<file path="config.mk">
export PLATFORM = sky130hd
export DESIGN_NAME = ctrl_sequencer
export DESIGN_NICKNAME = d
export VERILOG_FILES = /design/src/rtl/ctrl_seq_pkg.sv /design/src/rtl/ctrl_word_enc.sv /design/src/rtl/ctrl_sequencer.sv
export SDC_FILE = /design/constraint.sdc
export NUM_CORES = 1
export LEC_CHECK = 0
export CORE_ASPECT_RATIO = 0.5
export CORE_MARGIN = 10
export CORE_UTILIZATION = 30
export CTS_BUF_LIST = sky130_fd_sc_hd__clkbuf_4 sky130_fd_sc_hd__clkbuf_8
export CTS_CLUSTER_SIZE = 25
export DETAILED_ROUTE_END_ITERATION = 10
export PLACE_DENSITY_LB_ADDON = 0.1
export SLEW_MARGIN = 20
export SYNTH_ARGS = -nofsm -noshare
export SYNTH_HDL_FRONTEND = slang
export SYNTH_SLANG_ARGS = --single-unit
</file>
<file path="constraint.sdc">
create_clock -name clk -period 4.9 [get_ports clk]
set_input_delay 0.98 -clock clk [delete_from_list [all_inputs] [get_ports clk]]
set_output_delay 0.98 -clock clk [all_outputs]
set_load 0.01 [all_outputs]
</file>
<file path="src/rtl/ctrl_seq_pkg.sv">
// Shared definitions for the control sequencer: FSM state encoding,
// control-word field layout and the idle control word.
package ctrl_seq_pkg;

  typedef enum logic [1:0] {
    IDLE = 2'd0,
    LOAD = 2'd1,
    ITER = 2'd2,
    DONE = 2'd3
  } state_t;

  localparam int CTRL_W      = 8;
  localparam int ALU_OP_LSB  = 0;
  localparam int ALU_OP_W    = 3;
  localparam int MUX_SEL_BIT = 3;
  localparam int SHIFT_LSB   = 4;
  localparam int SHIFT_W     = 2;
  localparam int Q_EN_BIT    = 6;
  localparam int R_EN_BIT    = 7;
  localparam int ITER_W      = 4;

  localparam logic [CTRL_W-1:0] CTRL_IDLE = 8'h00;

endpackage

</file>
<file path="src/rtl/ctrl_word_enc.sv">
// Packs the individual datapath control fields into the 8-bit control word.
module ctrl_word_enc
  import ctrl_seq_pkg::*;
(
  input  logic [ALU_OP_W-1:0] op,
  input  logic                mux_sel,
  input  logic [SHIFT_W-1:0]  shift,
  input  logic                q_en,
  input  logic                r_en,
  output logic [CTRL_W-1:0]   word
);

  // Place each field at its bit position; unused bits stay at the idle value
  always_comb begin
    word                            = CTRL_IDLE;
    word[ALU_OP_LSB +: ALU_OP_W]    = op;
    word[MUX_SEL_BIT]               = mux_sel;
    word[SHIFT_LSB +: SHIFT_W]      = shift;
    word[Q_EN_BIT]                  = q_en;
    word[R_EN_BIT]                  = r_en;
  end

endmodule

</file>
<file path="src/rtl/ctrl_sequencer.sv">
// Multi-cycle command sequencer: accepts one command, issues a LOAD step,
// N feedback ITER steps and a DONE pulse, driving a registered control word.
// Optional feature: define CTRL_SEQ_ABORT_EN to add the abort input.
module ctrl_sequencer
  import ctrl_seq_pkg::*;
(
  input  logic                clk,
  input  logic                rst_n,
  input  logic                cmd_valid,
  output logic                cmd_ready,
  input  logic [ALU_OP_W-1:0] cmd_alu_op,
  input  logic [SHIFT_W-1:0]  cmd_shift,
  input  logic [ITER_W-1:0]   cmd_iter,
  output logic [CTRL_W-1:0]   ctrl_bus,
  output logic                busy,
  output logic                done
`ifdef CTRL_SEQ_ABORT_EN
  ,
  input  logic                abort
`endif
);

  state_t              state, state_nxt;
  logic [ITER_W-1:0]   cnt, cnt_nxt;
  logic [ALU_OP_W-1:0] op_q;
  logic [SHIFT_W-1:0]  shift_q;
  logic [ITER_W-1:0]   iter_q;
  logic                accept;

  logic [ALU_OP_W-1:0] enc_op;
  logic                enc_mux;
  logic [SHIFT_W-1:0]  enc_shift;
  logic                enc_q;
  logic                enc_r;
  logic [CTRL_W-1:0]   enc_word;

  assign cmd_ready = (state == IDLE);
  assign busy      = (state == LOAD) || (state == ITER);
  assign done      = (state == DONE);
  assign accept    = cmd_valid && cmd_ready;

  // Next state and ITER down-counter; cnt holds the ITER cycles still to run,
  // including the current one, and saturates at zero
  always_comb begin
    state_nxt = state;
    cnt_nxt   = cnt;
    case (state)
      IDLE: if (accept) state_nxt = LOAD;
      LOAD: begin
        cnt_nxt   = iter_q;
        state_nxt = (iter_q == 4'd0) ? DONE : ITER;
      end
      ITER: begin
        if (cnt != 4'd0) cnt_nxt = cnt - 4'd1;
        if (cnt <= 4'd1) state_nxt = DONE;
      end
      DONE: state_nxt = IDLE;
      default: state_nxt = IDLE;
    endcase
`ifdef CTRL_SEQ_ABORT_EN
    if (abort && busy) begin
      state_nxt = IDLE;
      cnt_nxt   = 4'd0;
    end
`endif
  end

  // Control fields for the state being entered, so the word registers in
  // step with the state; LOAD is entered on acceptance, so it uses the
  // live command inputs rather than the not-yet-captured copies
  always_comb begin
    enc_op    = '0;
    enc_mux   = 1'b0;
    enc_shift = '0;
    enc_q     = 1'b0;
    enc_r     = 1'b0;
    case (state_nxt)
      LOAD: begin
        enc_op    = cmd_alu_op;
        enc_shift = cmd_shift;
        enc_r     = 1'b1;
        enc_q     = (cmd_iter == 4'd0);
      end
      ITER: begin
        enc_op    = op_q;
        enc_mux   = 1'b1;
        enc_shift = shift_q;
        enc_r     = 1'b1;
        enc_q     = (cnt_nxt == 4'd1);
      end
      default: ;
    endcase
  end

  ctrl_word_enc u_enc (
    .op      (enc_op),
    .mux_sel (enc_mux),
    .shift   (enc_shift),
    .q_en    (enc_q),
    .r_en    (enc_r),
    .word    (enc_word)
  );

  // State, counter and registered control word
  always_ff @(posedge clk or negedge rst_n) begin
    if (!rst_n) begin
      state    <= IDLE;
      cnt      <= '0;
      ctrl_bus <= CTRL_IDLE;
    end else begin
      state    <= state_nxt;
      cnt      <= cnt_nxt;
      ctrl_bus <= enc_word;
    end
  end

  // Capture the command fields at acceptance so later input changes are ignored
  always_ff @(posedge clk or negedge rst_n) begin
    if (!rst_n) begin
      op_q    <= '0;
      shift_q <= '0;
      iter_q  <= '0;
    end else if (accept) begin
      op_q    <= cmd_alu_op;
      shift_q <= cmd_shift;
      iter_q  <= cmd_iter;
    end
  end

endmodule

</file>
==> key figures <==
Power
  – Sw Share: between 30% and 40%
  – Sequential power share: 33.2%
  – P_sw: 408 µW
  – Maximum VDD drop: 0.193 mV
  – Logic pwr share: 55.3%
  – Total power: around 1000 µW
  – Pleak: 0.000637 µW
  – Int Pwr: around 630 µW
  – PD cells: around 700 mW/mm²
  – Clk pwr share: a little under an eighth

CTS
  – Num CTS Buffers: 3
  – Longest Clk Path Bufs: 2
  – Cts repair resizes: 0
  – H-tree depth: 1
  – Total clock sinks: 23
  – Post-CTS Setup Repair Bufs: 0
  – Worst skew pair latency: around 0.26 ns
  – CTS Hold Buffers Added: 0
  – Clk root buf: clkbuf_8
  – Clock transition at the registers of the reported paths: ~0.08 ns
  – CTS tree: done

Logic synthesis
  – Top cell type's share of synthesized area: 49.7%
  – Post-synthesis sequential element count: 23
  – Most frequent cells after synthesis: dfrtp_1 (23), nand2_1 (11), mux2_2 (9)
  – Yosys warnings: 0
  – Mapped Area: 0.00116 mm²
  – Number of synthesized flops with an enable pin: 0
  – Cell type contributing the most total cell area after synthesis: dfrtp_1
  – Post-synth net total: 120
  – Predominant post-synthesis flop cell: dfrtp_1
  – Ys async rst share: 100%
  – Distinct cells, synth: 29
  – Syn Inst Count: 101
  – Top-count cell post-synth: dfrtp_1
  – Sequential-to-total area share from yosys stat: 49.7%
  – Synth area leaders: dfrtp_1 (50%), mux2_2 (8.8%), ha_1 (7.6%)
  – Mean Syn Cell Area: roughly 11 µm²

GRT
  – Gr usage total: 7.26%
  – Largest net degree at the start of global routing: 26
  – Vias in the first global route: 827
  – Grt ovf: 0
  – First-pass GRT wire length: about 4100 µm
  – Initial antenna violation count: 0

Place
  – Post-DP HPWL: 1740 µm
  – PortBufs: 22
  – RePlAce Congestion: 0.762

Timing
  – Slew at the pin with the worst max-slew slack: about 0.73 ns
  – FMAX: 314 MHz
  – Finish-stage setup viols: 0
  – Final Max Slew Viols: 0
  – Fin. Hold Viols: 0
  – Crit path time final: 3.19 ns
  – RSZ-0062 raised after global routing: no
  – Final worst-path cycle share: 65.1%
  – Slew margin rel.: a little over 50%
  – Setup tns final: 0 ns
  – Clk_skew: approximately 0.0023 ns

Detailed routing
  – Total Wirelength: 2330 µm
  – Initial DRC count: 22
  – Post-route ant nets: 0
  – DRC viols: 0
  – Per-cell routed wire length: about 13 µm
  – First-pass detailed-route iteration total: 4
  – Vias per cell: 4.51
  – Via count: 794

Setup path
  – Crit path largest cell delay: 0.77 ns
  – Crit path max fanout: 25
  – Crit-path cells: inv_1 -> ha_1 -> clkdlybuf4s50_1
  – Setup CP Type: reg -> out
  – Critical-path top delay cell: ha_1
  – Crit path max-delay family: adder cells
  – CP Launch Type: register
  – WP buf/inv: 2
  – Worst Path Arrival: 2.21 ns
  – Worst setup EP type: output pin
  – Critical Path RT: 3.92 ns

Floorplanning
  – # IOs: 23
  – Die area: 0.00689 mm²
  – Core ar.: 0.00357 mm²
  – Die Height: 63.9 µm
  – Row cnt: 15
  – Die width: 108 µm
  – Initial Util: 32.5%

Run
  – Max-cap violations: 0

Run status
  – Status: finished clean

Worst hold path
  – Hold/Removal Path Class: reg -> reg

Final layout
  – N_diodes: 0
  – Final nets: 145
  – Layout cells sized above 1: ~15%
  – Layout overhead on the synthesized area: 27.7%
==> layer usage <==
layer,track usage (%),vias to the layer above,part of all wire [%]
met1,8.60,382,45
met3,3.70,2,6.1
met5,0,-,0
met2,11.8,12,48
met4,0.993,0,0.43
li1,-,398,-
==> sequential cells by signal, indices dropped and copies added (netlist names) <==
name,cells
ctrl_bus,8
iter_q,4
state,2
op_q,3
shift_q,2
cnt,4
==> cell families after synthesis <==
logic type,share of synthesized area [%]
compound gates,8.32
mux,14.9
flops,49.7
fa+ha+maj,7.57
simple gates,15.8
buf+inv,2.27
xor+xnor,1.41
==> power groups by stage <==
stage	logic (µW)	registers, µW	clock network, µW
after floorplan	401	349	0
after global placement	584	348	0
after detailed placement	586	349	0
after CTS	590	345	127
after global routing	649	356	135
final	576	345	120
==> metrics by stage <==
step	hold slack [ns]	utilization [%]	instances	worst slack (ns)	cell area, µm²
2_1_floorplan	0.480	-	101	3.09	1160
3_3_place_gp	0.489	40.2	172	2.04	1430
3_5_place_dp	0.496	40.2	172	1.97	1430
4_1_cts	0.518	41.6	176	1.68	1480
5_1_grt	0.527	41.4	176	1.55	1480
6_report	0.515	41.4	176	1.71	1480
==> placed cells by master, fill, tap and decap left out, drive strengths merged <==
| cell | count |
|---|---|
| nor3b | 2 |
| nor4 | 1 |
| o21ai | 3 |
| nor4b | 1 |
| o31ai | 1 |
| nand2b | 5 |
| a21bo | 1 |
| a21o | 1 |
| clkinvlp | 1 |
| xor2 | 1 |
| nand3 | 3 |
| ha | 7 |
| mux2i | 6 |
| inv | 5 |
| nor2 | 4 |
| nand4 | 1 |
| dfrtp | 23 |
| clkbuf | 3 |
| nand2 | 11 |
| a22oi | 1 |
| nor3 | 4 |
| buf | 1 |
| a21oi | 4 |
| a311o | 1 |
| nor2b | 2 |
| mux2 | 10 |
| clkdlybuf4s50 | 21 |
| a211oi | 1 |
==> final timing paths <==
check / slack (ns) / start / endpoint / cells after the start
setup / recovery: 1.71 / state[0] / busy / 3
hold / removal: 0.51 / op_q[2] / op_q[2] / 1
setup reg to reg: 2.70 / state[0] / ctrl_bus[6] / 6
hold reg to reg: 0.51 / op_q[2] / op_q[2] / 1
max in group asynchronous: 3.87 / rst_n / iter_q[2] / 1
min in group asynchronous: 0.68 / rst_n / shift_q[0] / 1
==> layout make-up <==
cell class	count	area, µm²
Fill cell	364	2090
Multi-Input combinational cell	71	556
Inverter	5	18.8
Clock inverter	1	7.51
Tap cell	51	63.8
Clock buffer	3	41.3
Timing Repair Buffer	22	215
Sequential cell	23	576
No activity file was read; power rests on OpenSTA's default activity.
